==> config.mk <==
export PLATFORM = sky130hd
export DESIGN_NAME = dac_arbiter
export DESIGN_NICKNAME = d
export VERILOG_FILES = /design/src/rtl/dac_arbiter_pkg.sv /design/src/rtl/dac_arbiter_rr_pick.sv /design/src/rtl/dac_arbiter.sv
export SDC_FILE = /design/constraint.sdc
export NUM_CORES = 1
export LEC_CHECK = 0
export CELL_PAD_IN_SITES_DETAIL_PLACEMENT = 0
export CELL_PAD_IN_SITES_GLOBAL_PLACEMENT = 1
export CORE_ASPECT_RATIO = 0.9
export CORE_UTILIZATION = 21
export CTS_BUF_LIST = sky130_fd_sc_hd__clkbuf_16
export CTS_CLUSTER_DIAMETER = 100
export DETAILED_ROUTE_END_ITERATION = 12
export MAX_ROUTING_LAYER = met4
export PLACE_DENSITY = 0.73
export SETUP_SLACK_MARGIN = 0.02
export SKIP_LAST_GASP = 1
export SYNTH_ARGS = -nofsm -noshare
export SYNTH_HDL_FRONTEND = slang
export SYNTH_SLANG_ARGS = --single-unit
==> constraint.sdc <==
create_clock -name clk -period 1.6 [get_ports clk]
set_input_delay 0.48 -clock clk [delete_from_list [all_inputs] [get_ports clk]]
set_output_delay 0.48 -clock clk [all_outputs]
set_load 0.01 [all_outputs]
==> src/rtl/dac_arbiter_pkg.sv <==
// Shared definitions for the DAC bus arbiter: DAC word layout, register codes
// and the arbiter state encoding.
package dac_arbiter_pkg;

    localparam int DAC_CODE_WID = 4;
    localparam int DAC_DATA_WID = 20;
    localparam int DAC_WORD_WID = DAC_CODE_WID + DAC_DATA_WID;

    localparam logic [DAC_CODE_WID-1:0] DAC_CODE_WRITE = 4'b0001;
    localparam logic [DAC_CODE_WID-1:0] DAC_CODE_READ  = 4'b1001;

    typedef enum logic [1:0] {
        ST_IDLE  = 2'd0,
        ST_OWNED = 2'd1,
        ST_GUARD = 2'd2
    } arb_state_t;

    function automatic logic [DAC_WORD_WID-1:0] dac_word(
        input logic [DAC_CODE_WID-1:0] code,
        input logic [DAC_DATA_WID-1:0] data
    );
        return {code, data};
    endfunction

endpackage

==> src/rtl/dac_arbiter_rr_pick.sv <==
// Combinational round-robin picker: first set request at or after ptr_i,
// wrapping modulo N. An out-of-range pointer is treated as zero.
module rr_pick #(
    parameter int N     = 2,
    parameter int PTR_W = 1
) (
    input  logic [N-1:0]     req_i,
    input  logic [PTR_W-1:0] ptr_i,
    output logic [N-1:0]     grant_o,
    output logic [PTR_W-1:0] idx_o,
    output logic             valid_o
);

    always_comb begin
        int base;
        int j;
        grant_o = '0;
        idx_o   = '0;
        valid_o = 1'b0;
        base    = (int'(ptr_i) < N) ? int'(ptr_i) : 0;
        j       = 0;
        for (int off = 0; off < N; off++) begin
            j = base + off;
            if (j >= N) begin
                j = j - N;
            end
            if (!valid_o && req_i[j]) begin
                valid_o    = 1'b1;
                grant_o[j] = 1'b1;
                idx_o      = PTR_W'(j);
            end
        end
    end

endmodule

==> src/rtl/dac_arbiter.sv <==
// Shares one DAC SPI master between N requesters. An owner keeps the bus while
// its ss is high; after release the master ss is held low for a guard time.
module dac_arbiter
    import dac_arbiter_pkg::*;
#(
    parameter int N         = 2,
    parameter int DAC_WID   = DAC_WORD_WID,
    parameter int GUARD_CYC = 2,
    parameter int GUARD_WID = 4
) (
    input  logic                 clk,
    input  logic                 rst_L,
    input  logic [N-1:0]         req_ss,
    input  logic [N-1:0]         req_arm,
    input  logic [N*DAC_WID-1:0] req_to_dac,
    output logic [N-1:0]         req_finished,
    output logic [N-1:0]         grant,
    output logic [DAC_WID-1:0]   from_dac,
    output logic                 mst_ss,
    output logic                 mst_arm,
    output logic [DAC_WID-1:0]   mst_to_dac,
    input  logic [DAC_WID-1:0]   mst_from_dac,
    input  logic                 mst_finished,
    output arb_state_t           dbg_state
);

    localparam int PTR_W = (N > 1) ? $clog2(N) : 1;
    localparam logic [PTR_W-1:0] LAST_IDX = PTR_W'(N - 1);

    arb_state_t             state_q;
    logic [GUARD_WID-1:0]   guard_q;
    logic [PTR_W-1:0]       rr_ptr_q;
    logic [PTR_W-1:0]       rr_ptr_d;
    logic [N-1:0]           grant_q;
    logic                   mst_ss_q;
    logic                   mst_arm_q;
    logic [DAC_WID-1:0]     mst_to_dac_q;

    logic [N-1:0]           pick_onehot;
    logic [PTR_W-1:0]       pick_idx;
    logic                   pick_valid;
    logic                   owner_ss;
    logic                   owner_arm;
    logic [DAC_WID-1:0]     owner_word;

    rr_pick #(
        .N     (N),
        .PTR_W (PTR_W)
    ) u_rr_pick (
        .req_i   (req_ss),
        .ptr_i   (rr_ptr_q),
        .grant_o (pick_onehot),
        .idx_o   (pick_idx),
        .valid_o (pick_valid)
    );

    // The one-hot grant doubles as the owner select mask.
    assign owner_ss  = |(grant_q & req_ss);
    assign owner_arm = |(grant_q & req_arm);
    assign rr_ptr_d  = (pick_idx == LAST_IDX) ? '0 : pick_idx + PTR_W'(1);

    always_comb begin
        owner_word = '0;
        for (int i = 0; i < N; i++) begin
            if (grant_q[i]) begin
                owner_word = owner_word | req_to_dac[i*DAC_WID +: DAC_WID];
            end
        end
    end

    always_ff @(posedge clk or negedge rst_L) begin
        if (!rst_L) begin
            state_q      <= ST_IDLE;
            guard_q      <= '0;
            rr_ptr_q     <= '0;
            grant_q      <= '0;
            mst_ss_q     <= 1'b0;
            mst_arm_q    <= 1'b0;
            mst_to_dac_q <= '0;
        end else begin
            case (state_q)
                ST_IDLE: begin
                    if (pick_valid) begin
                        grant_q  <= pick_onehot;
                        mst_ss_q <= 1'b1;
                        rr_ptr_q <= rr_ptr_d;
                        state_q  <= ST_OWNED;
                    end
                end
                ST_OWNED: begin
                    if (owner_ss) begin
                        mst_arm_q    <= owner_arm;
                        mst_to_dac_q <= owner_word;
                    end else begin
                        // Releasing aborts any in-flight transfer; the master
                        // ends it on ss low, so mst_finished is not awaited.
                        grant_q      <= '0;
                        mst_ss_q     <= 1'b0;
                        mst_arm_q    <= 1'b0;
                        mst_to_dac_q <= '0;
                        guard_q      <= GUARD_WID'(GUARD_CYC - 1);
                        state_q      <= ST_GUARD;
                    end
                end
                ST_GUARD: begin
                    if (guard_q == '0) begin
                        state_q <= ST_IDLE;
                    end else begin
                        guard_q <= guard_q - GUARD_WID'(1);
                    end
                end
                default: begin
                    state_q <= ST_IDLE;
                end
            endcase
        end
    end

    assign grant        = grant_q;
    assign mst_ss       = mst_ss_q;
    assign mst_arm      = mst_arm_q;
    assign mst_to_dac   = mst_to_dac_q;
    assign req_finished = grant_q & {N{mst_finished}};
    assign from_dac     = mst_from_dac;
    assign dbg_state    = state_q;

endmodule

==> impl_metrics.toml <==
[status]
outcome = "complete, no violations"

[synth]
muxShareOfSynthArea = 0
synth.distinct_cells = 33
syn_avg_cell_area_um2 = 9.434
synth_area_leaders = "dfrtp_1 (49%), a22oi_1 (11%), buf_4 (10%), o21ai_0 (6.7%), nand2_1 (5.9%)"
yosys.area.top_type = "dfrtp_1"
synth_top_family_by_area = "compound AO/OA/AOI/OAI gates"
synthSimpleGateAreaFrac = 0.1221
synth_fa_ha_area_frac = 0.007018
syn_area_mm2 = 0.001783
synth-compound-area-share = 0.2379
synth_seq_cells = 35
syn_inst = 189
postSynthNetCount = 269
synth.top_cell.area_share = 0.4912
ys_seq_area_frac = 0.4912
yosysWarningCount = 0
synth-xor-area-share = 0

[final_layout]
final_util = 0.3438
drive_gt1_frac = 0.1316
multiInputGateArea_um2 = 673.1
instances_no_fill = 365
nets = 345
regArea_um2 = 877.1
diodes = 0
area_growth_pct = 57.05
fill_cells = 860

[floorplanning]
dieArea_mm2 = 0.008863
die-width_um = 99.13
io_pins = 135
rows = 31
core_area_mm2 = 0.008145
initial_core_util = 0.2189
die_h_um = 89.42

[setup_path]
cpMaxStageDelayCell = "or3b_4"
r2r_slack_ns = 0.03
path_class = "reg -> reg"
worstReg2RegStart = "guard_q[1]$_DFFE_PN0P_"
r2r_end = "guard_q[3]$_DFFE_PN0P_"
crit_end = "guard_q[3]$_DFFE_PN0P_"
reg2reg_depth = 5
cp_data_required_time_ns = 1.76
startpoint = "guard_q[1]$_DFFE_PN0P_"
cp.arrival_ns = 1.73
slowest_delay_ns = 0.41
cp-end-kind = "register"
critPathMaxFanout = 4
cp-start-kind = "register"
worstPathCellList = "inv_2 -> ha_2 -> or3b_4 -> and2_4 -> a32o_1"

[clock_tree]
cts_buffers = 5
cts_root_buf = "clkbuf_16"
cts_max_path_buffers = 2
cts_tree = "yes"
clk_pin_slew_ns = 0.06
htreeDepth = 2
holdBufCountCts = 0
clock_latency_ns = 0.27
cts_sinks = 35

[global_route]
grt_pass1_wl_um = 7603
antenna_found_initial = 0
grt_max_degree = 27
track_usage = 0.1142
grt_overflow = 0
grt_pass1_vias = 1597

[place]
gp_congestion = 0.7908
hpwlAfterDp_um = 3714
portBuffers = 86
detailedPlace.worstSlack_ns = -0.4690
place_inst = 354

[sta]
fmax_mhz = 635.8
whs_ns = 0.1451
worst_slew_pin_slew_ns = 0.4375
setup_tns_ns = 0
drv_slew = 0
setup_viol = 0
fin_skew_ns = 0.006281
slew_headroom = 0.7083
fin_ws_ns = 0.02722
rsz0062_at_grt = "false"
hold_violations = 0
finalCriticalPeriod_ns = 1.573
min_period_over_period = 0.9830

[power]
leakagePower_nw = 1.300
ir_worst_vdd_v = 0.0005250
power_density_mw_per_mm2 = 1601

[routing]
initialDrtViolationCount = 41
routed_via_density = 4.485
ant_nets = 0
vias = 1637
wire_per_inst_um = 13.32
wirelength_um = 4861
dr.pass1.iters = 4
drc_errors = 0

[run]
drv_cap = 0

[min_path]
holdCritPathClass = "in -> async"
flip-flops by register name, summed over array words and instances (netlist names), named ones only:
signal	flops
dbg_state	2
grant	2
guard_q	4
mst_arm	1
mst_ss	1
mst_to_dac	24
cell usage after synthesis:
library cell	instances
nand3b_1	1
buf_4	24
and2_1	2
a211oi_1	1
o211ai_1	1
o21ai_0	24
nor2_1	1
clkbuf_1	2
nand2b_1	3
nand3_1	2
or3b_4	1
clkbuf_2	1
o21ai_1	5
nand2_2	1
a22o_1	1
and2b_1	1
a31oi_1	1
and2_4	1
buf_1	2
o21a_1	1
dfrtp_1	35
a21oi_1	4
buf_2	6
a221oi_1	1
a22oi_1	26
nor3_1	2
o31ai_1	1
inv_1	6
ha_1	1
nor4bb_1	1
nand2_1	28
nor2b_1	1
a32o_1	1
metrics by stage:
| stage | power [mW] | instance area [µm²] |
|---|---|---|
| 2_1_floorplan | 2.619 | 1783 |
| 3_3_place_gp | 3.786 | 2670 |
| 3_5_place_dp | 3.816 | 2670 |
| 4_1_cts | 4.503 | 2766 |
| 5_1_grt | 4.885 | 2800 |
| 6_report | 4.483 | 2800 |
power breakdown:
| group | internal [mW] | switching, mW | leakage, nW | total, mW |
|---|---|---|---|---|
| Combinational | 1.02 | 1.11 | 0.765 | 2.13 |
| Clock | 0.559 | 0.328 | 0.0701 | 0.887 |
| Sequential | 1.26 | 0.205 | 0.464 | 1.46 |
logic make-up after synthesis:
family	Yosys count
AND/OR/NAND/NOR	45
buffers and inverters	41
flip-flops	35
adder cells (fa/ha/maj)	1
AO/OA/AOI/OAI	67
per-layer routing:
layer,vias up,share of wire,global-route usage
met5,-,0,-
met4,0,0.0091,0.04545
met3,5,0.063,0.02737
met2,68,0.48,0.1901
met1,764,0.45,0.1348
li1,800,-,-
worst min-delay path by stage:
stage / slack (ns) / depth (start not counted) / from / endpoint
after global routing: 0.18 / 1 / rst_L / grant[0]$_DFFE_PN0P_
after CTS: 0.16 / 1 / rst_L / guard_q[2]$_DFFE_PN0P_
after floorplan: 0.18 / 0 / rst_L / async pin
after global placement: 0.46 / 1 / rst_L / guard_q[1]$_DFFE_PN0P_
after detailed placement: 0.46 / 1 / rst_L / grant[0]$_DFFE_PN0P_
final: 0.15 / 1 / rst_L / grant[0]$_DFFE_PN0P_
cell type report:
class	instances	share of cell area
Tap cell	99	0.04424
Inverter	6	0.008043
Clock inverter	3	0.004021
Timing Repair Buffer	104	0.3454
Sequential cell	35	0.3132
Multi-Input combinational cell	113	0.2404
Clock buffer	5	0.04468
worst max-delay path: cells and delay by family, from the launching register on:
family / cells / cell delay [ns]
adder cells (fa/ha/maj): 1 / 0.18
AO/OA/AOI/OAI: 1 / 0.24
flip-flops: 1 / 0.38
AND/OR/NAND/NOR: 2 / 0.59
buffers and inverters: 1 / 0.06
timing repair:
item | CTS | global route
setup endpoints to repair | 32 | 9
resized for setup | 40 | 5
setup buffers | 1 | 2
pin swaps | 1 | 1
placed cells by master, fill, tap and decap left out, drive strengths merged, types with 2 or more instances in the layout:
cell type       n
a21oi           4
clkbuf          5
dlygate4sd2    31
a22oi          26
clkdlybuf4s50  52
nand2          29
clkinv          2
inv             7
dfrtp          35
buf            21
o21ai          29
and2            3
nand2b          3
nor3            2
nand3           2
(Power assumes the default switching activity.)
